### src/rtl/ones_pkg.sv
// Shared types and width helpers for the ones-counting frame accumulator.
package ones_pkg;

    typedef enum logic [0:0] {
        EMPTY  = 1'b0,
        ACTIVE = 1'b1
    } frame_state_e;

    // Bits needed to hold any value in 0..max_val.
    function automatic int width_for(input int max_val);
        return $clog2(max_val + 1);
    endfunction

endpackage

### src/rtl/popcount_comb.sv
// Combinational count of the 1 bits in one input word.
module popcount_comb #(
    parameter int DATA_WIDTH = 16,
    parameter int CW         = $clog2(DATA_WIDTH) + 1
) (
    input  logic [DATA_WIDTH-1:0] din,
    output logic [CW-1:0]         count
);

    always_comb begin
        count = '0;
        for (int i = 0; i < DATA_WIDTH; i++) begin
            count = count + CW'(din[i]);
        end
    end

endmodule

### src/rtl/ones_frame_accumulator.sv
// Accumulates per-word ones counts over a din_last-delimited frame and
// presents one registered total per frame under valid/ready.
module ones_frame_accumulator
    import ones_pkg::*;
#(
    parameter int DATA_WIDTH = 16,
    parameter int MAX_WORDS  = 256,
    parameter int TW         = width_for(DATA_WIDTH * MAX_WORDS),
    parameter int WW         = width_for(MAX_WORDS)
) (
    input  logic                  clk,
    input  logic                  reset,
    input  logic                  din_valid,
    output logic                  din_ready,
    input  logic [DATA_WIDTH-1:0] din,
    input  logic                  din_last,
    output logic                  dout_valid,
    input  logic                  dout_ready,
    output logic [TW-1:0]         dout,
    output logic [WW-1:0]         dout_words,
    output logic                  dout_ovf,
    output frame_state_e          dbg_state
);

    // Handshake: a transfer happens on a port in any cycle where valid and
    // ready are both high at the rising edge; valid never waits on ready.
    localparam int CW = $clog2(DATA_WIDTH) + 1;
    localparam logic [WW-1:0] MAX_W = WW'(MAX_WORDS);

    frame_state_e    r_state;
    frame_state_e    w_state_next;
    logic [TW-1:0]   r_acc;
    logic [WW-1:0]   r_words;
    logic            r_ovf;
    logic [TW-1:0]   r_dout;
    logic [WW-1:0]   r_dout_words;
    logic            r_dout_ovf;
    logic            r_dout_valid;

    logic [CW-1:0]   w_cnt;
    logic            w_accept;
    logic            w_room;
    logic [TW-1:0]   w_acc_next;
    logic [WW-1:0]   w_words_next;
    logic            w_ovf_next;

    popcount_comb #(
        .DATA_WIDTH(DATA_WIDTH),
        .CW        (CW)
    ) u_popcount (
        .din  (din),
        .count(w_cnt)
    );

    assign din_ready    = !r_dout_valid || dout_ready;
    assign w_accept     = din_valid && din_ready;
    assign w_room       = r_words < MAX_W;
    // Words past the cap are accepted but contribute nothing except ovf.
    assign w_acc_next   = w_room ? r_acc + {{(TW-CW){1'b0}}, w_cnt} : r_acc;
    assign w_words_next = w_room ? r_words + WW'(1) : r_words;
    assign w_ovf_next   = r_ovf || !w_room;

    always_comb begin
        w_state_next = r_state;
        if (w_accept) begin
            w_state_next = din_last ? EMPTY : ACTIVE;
        end
    end

    always_ff @(posedge clk or posedge reset) begin
        if (reset) begin
            r_state <= EMPTY;
        end else begin
            r_state <= w_state_next;
        end
    end

    always_ff @(posedge clk or posedge reset) begin
        if (reset) begin
            r_acc   <= '0;
            r_words <= '0;
            r_ovf   <= 1'b0;
        end else if (w_accept) begin
            if (din_last) begin
                r_acc   <= '0;
                r_words <= '0;
                r_ovf   <= 1'b0;
            end else begin
                r_acc   <= w_acc_next;
                r_words <= w_words_next;
                r_ovf   <= w_ovf_next;
            end
        end
    end

    // A reload in the same cycle as consumption keeps dout_valid high.
    always_ff @(posedge clk or posedge reset) begin
        if (reset) begin
            r_dout       <= '0;
            r_dout_words <= '0;
            r_dout_ovf   <= 1'b0;
            r_dout_valid <= 1'b0;
        end else if (w_accept && din_last) begin
            r_dout       <= w_acc_next;
            r_dout_words <= w_words_next;
            r_dout_ovf   <= w_ovf_next;
            r_dout_valid <= 1'b1;
        end else if (dout_ready) begin
            r_dout_valid <= 1'b0;
        end
    end

    assign dout_valid = r_dout_valid;
    assign dout       = r_dout;
    assign dout_words = r_dout_words;
    assign dout_ovf   = r_dout_ovf;
    assign dbg_state  = r_state;

endmodule

### config.mk
export PLATFORM = sky130hd
export DESIGN_NAME = ones_frame_accumulator
export DESIGN_NICKNAME = d
export VERILOG_FILES = /design/src/rtl/ones_pkg.sv /design/src/rtl/popcount_comb.sv /design/src/rtl/ones_frame_accumulator.sv
export SDC_FILE = /design/constraint.sdc
export NUM_CORES = 1
export LEC_CHECK = 0
export BUFFER_PORTS_ARGS = -buffer_cell sky130_fd_sc_hd__buf_2
export CELL_PAD_IN_SITES_DETAIL_PLACEMENT = 0
export CELL_PAD_IN_SITES_GLOBAL_PLACEMENT = 1
export CORE_MARGIN = 5
export CORE_UTILIZATION = 40
export CTS_BUF_LIST = sky130_fd_sc_hd__clkbuf_8
export DETAILED_ROUTE_END_ITERATION = 8
export PLACE_DENSITY_LB_ADDON = 0.1
export SLEW_MARGIN = 20
export SYNTH_ARGS = -nofsm -noshare
export SYNTH_HDL_FRONTEND = slang
export SYNTH_SLANG_ARGS = --single-unit
### constraint.sdc
create_clock -name clk -period 2.3 [get_ports clk]
set_clock_uncertainty 0.05 [all_clocks]
set_input_delay 0.23 -clock clk [delete_from_list [all_inputs] [get_ports clk]]
set_output_delay 0.23 -clock clk [all_outputs]
set_load 0.02 [all_outputs]
; ---- Word-level counts from Yosys, hierarchy flattened
; Index checks and enable logic that the tools add are counted.
; W data, S select, Z words.
[totals]
latch_bits = 0
mem_count = 0
ram_bits = 0
register_bits = 48
mem_bits_ro = 0
in_bits = 21
[classes]
n_eq_ne = 0
n_bitwise = 0
n_lt_le_gt_ge = 1
reduce_logical = 7
n_mul = 0
muxes = 8
shifts = 0
div_mod_pow = 0
addsub = 17
[ops]
columns = operator, count
row1 = $add A5 B1 Y5, 14
row2 = $mux W13, 2
row3 = $mux W9, 2
row4 = $add A13 B5 Y13, 1
row5 = $add A9 B1 Y9 const B, 1
row6 = $lt A9 B9 Y1 const B, 1
row7 = $mux W1, 4
row8 = $add A1 B1 Y2, 1
row9 = $logic_and A1 B1 Y1, 2
row10 = $logic_not A1 Y1, 2
row11 = $logic_or A1 B1 Y1, 2
row12 = $reduce_bool A2 Y1, 1

; ---- Longest topological paths before layout
; Gate-level depths: netlist of the first run.
[logic_depth]
depth_word = 18
depth_mapped = 19
mapped_depth_nobuf = 19

; ---- Hierarchy
; From an unflattened synthesis of the first run, not the netlist that was laid out.
[unflattened]
hier_cells = 321
area_unflattened_um2 = 2982.9
[by_module_without_submodules]
columns = module, cells_each, n_inst, area_per_inst_um2, seq_area_each_um2
row1 = ones_frame_accumulator, 274, 1, 2575.0, 1201.2
row2 = popcount_comb, 47, 1, 407.9, 0.0

; ---- Worst setup path before layout of the first run
; No wires, ideal clock.
[synth_timing]
path_kind = input to register
from = input din[0]
to = register r_acc[10]
path_buffers = 0
setup_ns = 0.132
stages = 15
t_arrival_ns = 4.581
path_slack_ns = -2.464
cell_sequence = ha_1 > inv_1 > fa_1 > fa_1 > fa_1 > fa_1 > fa_1 > fa_1 > xnor2_1 > ha_1 > nor2b_4 > o31a_4 > o2111ai_2 > mux2i_1 > o21ai_1
[synth_between]
elab_chain_len = 18
[synth_rtl]
columns = item, line
row1 = "start, declared", ones_frame_accumulator.sv:15  ; input logic [DATA_WIDTH-1:0] din,
row2 = $add A1 B1 Y2, popcount_comb.sv:13  ; count = count + CW'(din[i]);
row3 = $add A5 B1 Y5 (14 in series), popcount_comb.sv:13
row4 = $add A13 B5 Y13, ones_frame_accumulator.sv:59  ; assign w_acc_next = w_room ? r_acc + {{(TW-CW){1'b0}}, w_cnt} : r_acc;
row5 = $mux W13, ones_frame_accumulator.sv:59
row6 = $mux W13, ones_frame_accumulator.sv:84  ; if (din_last) begin
row7 = "end signal, assigned", ones_frame_accumulator.sv:89  ; r_acc <= w_acc_next;
row8 = "end, declared", ones_frame_accumulator.sv:32  ; logic [TW-1:0] r_acc;
; Every way passes these cells.
; A chain may end at the register's enable or synchronous reset.

; ---- Final worst setup path of the first run
[layout_timing]
from = input din[1]
to = register r_acc[10]
; The elaborated chain is that of the path after synthesis.

==> results of run 1 <==
tightest hold or removal path, stage by stage:
cell	delay (ps)
buf_2	80
nand2b_4	120
nand2_1	40
Yosys cell counts, drive strengths merged:
master / instances
or2: 1
and2: 1
a211oi: 1
and2b: 1
nor2b: 6
a21o: 2
and4: 1
nor3: 2
mux2: 1
xnor2: 7
xor2: 11
o22ai: 2
ha: 11
dfrtp: 48
o21a: 2
nand2: 42
o211ai: 1
inv: 31
a21oi: 14
and4b: 1
fa: 11
a31oi: 4
buf: 8
o31ai: 5
nand4: 4
o31a: 1
clkbuf: 5
a22o: 6
o2111ai: 1
nand2b: 1
mux2i: 6
nand3: 5
nor2: 17
o21ai: 43
per-layer routing:
| metal | vias up | GRT usage, % | wire (um) |
|---|---|---|---|
| met2 | 28 | 26.5 | 3180 |
| met1 | 1072 | 20.0 | 3010 |
| met4 | 0 | 3.97 | 64 |
| li1 | 1140 | - | - |
| met3 | 5 | 2.45 | 171 |
| met5 | - | 0 | 0 |
power breakdown:
part           switching [mW]  internal (mW)  total [mW]
Sequential              0.107          0.957        1.06
Clock                   0.307          0.438       0.745
Combinational            1.19           1.30        2.48
logic make-up after synthesis:
| family | synth area share [%] |
|---|---|
| fa+ha+maj | 12.3 |
| buf+inv | 6.35 |
| simple gates | 13.7 |
| xor+xnor | 5.44 |
| compound gates | 18.2 |
| flops | 41.5 |
| mux | 2.46 |
cell type report:
| cell class | count | area (um2) | share of cell area, % |
|---|---|---|---|
| clock buffer | 5 | 68.8 | 1.84 |
| clock inverter | 3 | 68.8 | 1.84 |
| inverter | 31 | 116 | 3.12 |
| multi-input combinational | 211 | 1710 | 45.8 |
| sequential | 48 | 1200 | 32.2 |
| tap | 99 | 124 | 3.32 |
| timing repair buffer | 69 | 442 | 11.8 |
metrics by stage:
stage | std cells | setup slack, ps
floorplan | 303 | -2300
global placement | 451 | -2500
detailed placement | 451 | -2560
CTS | 464 | -2170
global route | 466 | -2310
finish | 466 | -2160
sequential cells by signal, summed over array words and instances, names as in the netlist:
register,cells
dout,13
r_acc,13
dout_words,9
r_words,9
dbg_state,1
dout_ovf,1
dout_valid,1
r_ovf,1
cells in the final DEF (no fill, tap or decap), types with 4 or more instances in the layout:
cell type and n:
nand4_1 4, a21oi_2 4, a21oi_1 9, clkbuf_8 5, fa_1 8, buf_2 44, nand2_1 41, buf_4 18
o21ai_1 35, ha_4 5, mux2i_1 5, o21ai_2 4, inv_2 5, nor2_1 16, ha_1 6, a31oi_1 4
inv_1 26, a22o_1 6, dfrtp_1 48, buf_6 5, xnor2_1 5, xor2_1 10
how the worst min path moves through the flow:
stage	from	endpoint	slack (ps)	cells past startpoint
finish	dout_ready	dout_valid$_DFFE_PP0P_	150	3
global route	dout_ready	dout_valid$_DFFE_PP0P_	160	3
CTS	dout_ready	dout_valid$_DFFE_PP0P_	150	3
detailed placement	reset	dout_valid$_DFFE_PP0P_	260	2
global placement	reset	dout_valid$_DFFE_PP0P_	260	2
floorplan	dout_ready	dout_valid$_DFFE_PP0P_	420	2
timing repair:
action	4_1_cts	5_1_grt
setup endpoints to repair	26	26
setup buffers	4	3
gates resized for setup	18	14
hold endpoints to repair	23	0
hold buffers	1	0
pin swaps	17	9
==> reports/metrics.cfg, run 1 <==
[synth]
syn_area_um2=2900
synth_top_cell_by_area=dfrtp_1
synth_cells=303
yosysUniqueCellTypes=44
synth_top_area_share_pct=41.5
seq_area_frac_synth_pct=41.5
synth.avg_cell_area_um2=9.56
ys_ff_latch=48
yosysWarningCount=0
synth_nets=346
ys_top_cells_by_area=dfrtp_1, fa_1, o21ai_1

[cells_and_area]
num-fill-cells=699
layout-drive-gt1-share_pct=33.5
fin_util_pct=52.3
layout.nets=409
finalInstanceArea_um2=3730
syn_to_final_growth_pct=28.8
diodes=0

[clock_tree]
cts_made_buffers=5
htree_levels=2
clock_sink_count=48
clk_pin_slew_ps=90
cts_tree=done
cts-root-buf=clkbuf_8
clock_latency_ps=310
clock_path_buffers=2

[pwr]
p_leak_nw=1.78
power_density_nw_per_um2=1150
irDropWorstVdd_uv=489
finalPower_mw=4.29

[global_routing]
globalRouteOverflowTotal=0
grt_pass1_wl_mm=10.9
antenna_found_initial=0
track_usage_pct=15.4
grt_max_degree=26
grt_pass1_vias=2296

[sta]
final-hold-violation-count=0
final_max_slew_viol_count=0
period_share_pct=194
rsz0062_at_grt=true
hold_slack_ps=152
timing.fmax_ghz=0.224
setup_viol=26
tightest_slew_ps=556
fin_ws_ps=-2160
fin_tns_setup_ps=-50900
min_period_ps=4460
relSlewSlack_pct=62.9

[placed_design]
io_buffers=46
dp_hpwl_mm=4.71
placed_area_um2=3390
place.gp.congestion=0.756

[worst_setup_path]
endpoint_kind=flop
worst-path-buf-inv=2
crit_chain=buf_6 -> ha_4 -> inv_2 -> fa_1 -> fa_1 -> fa_1 -> fa_1 -> fa_2 -> fa_2 -> xnor2_2 -> ha_4 -> nor2b_4 -> o31a_4 -> o2111ai_4 -> mux2i_1 -> o21ai_1
worst_setup_path_start_kind=primary input
path_depth=16
crit_start=din[1]
arrival_ps=4590
cp_max_fo=5
crit_end=r_acc[10]$_DFFE_PP0P_
timing.rr.end=r_acc[4]$_DFFE_PP0P_
reg2reg_from=r_acc[0]$_DFFE_PP0P_
critPathRequiredTime_ps=2430
cp_slowest_cell=fa_1
reg2reg_slack_ps=300
path_delay_family=adder cells
crit_top_cell=fa_1
worstRegToRegCells=9
critPathKind=in -> reg
cp_slowest_stage_delay_ps=530

[die]
coreArea_um2=7140
row_count=31
initial_utilization_pct=40.6
die_w_um=95.1
die_area_um2=9050
io_pins=47
die_h_um=95.1

[route]
route.detailed.wl_per_inst_um=13.8
drtPass1Iterations=4
num_vias=2245
ant_nets=0
drt_iter0_drc=37
drt-total-wl_mm=6.42
vias_per_cell=4.82
drc=0

[job]
maxCapViolCount=0

[outcome]
violations=setup timing
status=complete, but fails checks

[hold_path]
hp-class=in -> reg

Power figures use the tool's default switching activity.
==> run 2, diff against run 1 <==
Clock period 2.3 ns to 4.8 ns, I/O delays scaled along.
==> run 2 against run 1 <==
  * The run now ends clean
  * Non-clock buffer count decreased by 11
  * Clock power decreased by 65%
  * Combinational power decreased by 62%
  * Hold slack improved by 100 ps
  * Utilization decreased by 3.9 points
  * Final area decreased by 7.4%
  * Largest power group unchanged
==> reports/metrics.cfg, run 2 (same netlist as run 1, synthesis figures left out) <==
[outcome]
status=finished, final reports clean  ; was complete, but fails checks

[worst_setup_path]
crit_start=din[1]  ; unchanged
cp_max_fo=5  ; unchanged
critPathRequiredTime_ps=4940  ; was 2430 ps
cp_slowest_cell=fa_1  ; unchanged
endpoint_kind=flop  ; unchanged
cp_slowest_stage_delay_ps=510  ; was 530 ps
arrival_ps=4890  ; was 4590 ps
worst_setup_path_start_kind=primary input  ; unchanged
critPathKind=in -> reg  ; unchanged
crit_top_cell=fa_1  ; unchanged
crit_chain=buf_6 -> ha_4 -> inv_2 -> fa_1 -> fa_1 -> fa_1 -> fa_1 -> fa_2 -> fa_2 -> xnor2_2 -> ha_1 -> nor2b_4 -> o31a_4 -> o2111ai_4 -> mux2i_1 -> o21ai_1  ; was buf_6 -> ha_4 -> inv_2 -> fa_1 -> fa_1 -> fa_1 -> fa_1 -> fa_2 -> fa_2 -> xnor2_2 -> ha_4 -> nor2b_4 -> o31a_4 -> o2111ai_4 -> mux2i_1 -> o21ai_1
reg2reg_from=dout_valid$_DFFE_PP0P_  ; was r_acc[0]$_DFFE_PP0P_

[cells_and_area]
layout-drive-gt1-share_pct=25.6  ; was 33.5%
mostFrequentLayoutCells=dfrtp_1, buf_2, nand2_1, o21ai_1, inv_1  ; unchanged
layout.nets=398  ; was 409
fin_cells=455  ; was 466
fin_util_pct=48.4  ; was 52.3%
num-fill-cells=725  ; was 699
syn_to_final_growth_pct=19.2  ; was 28.8%
diodes=0  ; unchanged
seq_area_um2=1200  ; unchanged
final_common_cell=dfrtp_1  ; unchanged
multi_input_area_um2=1590  ; was 1710 um2

[sta]
final_max_slew_viol_count=0  ; unchanged
final-hold-violation-count=0  ; unchanged
period_share_pct=98.8
relSlewSlack_pct=43.7  ; was 62.9%
tightest_slew_ps=843  ; was 556 ps
rsz0062_at_grt=true  ; unchanged
setup_viol=0  ; was 26
timing.fmax_ghz=0.211
min_period_ps=4740

[pwr]
clkPwrFrac_pct=15.1  ; was 17.4%
power_density_nw_per_um2=494  ; was 1150 nW/um2
p_sw_share_pct=39.0  ; was 37.3%
p_switching_mw=0.666  ; was 1.60 mW
irDropWorstVdd_uv=222  ; was 489 uV
p_leak_nw=1.69  ; was 1.78 nW
internal-power_mw=1.04  ; was 2.69 mW
combPwrFrac_pct=55.4  ; was 57.9%
p_seq_share_pct=29.5  ; was 24.8%

[die]
die_w_um=95.1  ; unchanged
row_count=31  ; unchanged
die_area_um2=9050  ; unchanged
coreArea_um2=7140  ; unchanged
initial_utilization_pct=40.6  ; unchanged
io_pins=47  ; unchanged
die_h_um=95.1  ; unchanged

[clock_tree]
clk_pin_slew_ps=100  ; was 90 ps
ctsHoldBuffers=0  ; was 1
cts-root-buf=clkbuf_8  ; unchanged
cts_tree=done  ; unchanged
cts_made_buffers=5  ; unchanged
htree_levels=2  ; unchanged
clock_sink_count=48  ; unchanged
clock_latency_ps=310  ; about the same
clock_path_buffers=2  ; unchanged

[route]
route.detailed.wl_per_inst_um=13.3  ; was 13.8 um
ant_nets=0  ; unchanged
drt_iter0_drc=79  ; was 37
drt-total-wl_mm=6.05  ; was 6.42 mm
num_vias=2210  ; was 2245
drtPass1Iterations=4  ; unchanged
drc=0  ; unchanged
vias_per_cell=4.86  ; was 4.82

[hold_path]
hp-class=in -> async  ; was in -> reg

[global_routing]
grt_pass1_vias=2227  ; was 2296
grt_pass1_wl_mm=10.6  ; was 10.9 mm
antenna_found_initial=0  ; unchanged
grt_max_degree=49  ; was 26
globalRouteOverflowTotal=0  ; unchanged
track_usage_pct=14.8  ; was 15.4%

[placed_design]
dp.cells=446  ; was 451
dp_hpwl_mm=4.45  ; was 4.71 mm
place.gp.congestion=0.776  ; was 0.756
io_buffers=46  ; unchanged

[job]
maxCapViolCount=0  ; unchanged

==> run 2: stage by stage <==
step	hold WS, ps	total power [mW]	cell area, um2	TNS, ps	setup WS [ps]
2_1_floorplan	440	1.10	2930	-89.3	-53.4
3_3_place_gp	410	1.37	3300	-4060	-249
3_5_place_dp	413	1.38	3300	-5220	-359
4_1_cts	378	1.66	3410	0	11.3
5_1_grt	330	1.86	3450	-419	-86.7
6_report	257	1.71	3450	0	56.0
==> run 2: critical path: cells and delay by family <==
family,cells,cell delay (ps)
fa+ha+maj,8,3160
compound gates,3,620
mux,1,200
xor+xnor,1,150
simple gates,1,150
buf+inv,2,120
==> run 2: routing by layer <==
metal  share of wire, %  up-vias  GRT usage [%]
met3                3.1        7           2.76
met1                 47     1051           19.1
met4                1.2        0           4.33
li1                   -     1123              -
met2                 49       29           25.3
met5                  0        -              0
==> run 2: power groups by stage <==
stage / Combinational (mW) / Sequential (mW) / Clock (mW)
floorplan: 0.560 / 0.539 / 0
detailed placement: 0.869 / 0.510 / 0
global placement: 0.860 / 0.508 / 0
CTS: 0.887 / 0.502 / 0.268
finish: 0.945 / 0.503 / 0.258
global route: 1.07 / 0.512 / 0.281
==> run 2: timing repair <==
action,4_1_cts,5_1_grt
pin swaps,0,9
setup buffers,0,1
gates resized for setup,3,6
setup endpoints to repair,2,16
==> run 2: area by class of cell <==
type                       instances  area share, %
sequential                        48           34.8
timing repair buffer              58           9.63
clock inverter                     2          0.326
tap                               99           3.59
clock buffer                       6           2.39
inverter                          31           3.40
multi-input combinational        211           45.9
==> run 2: final timing paths <==
path / slack [ps] / depth (start not counted) / end
max in group asynchronous: 3940 / 2 / r_acc[0]$_DFFE_PP0P_
worst max-delay path: 60 / 16 / r_acc[10]$_DFFE_PP0P_
worst max register to register: 2740 / 6 / dout_words[8]$_DFFE_PP0P_
worst min-delay path: 260 / 2 / dout_valid$_DFFE_PP0P_
worst min register to register: 430 / 2 / dout[1]$_DFFE_PP0P_
min in group clk: 390 / 3 / dout_valid$_DFFE_PP0P_
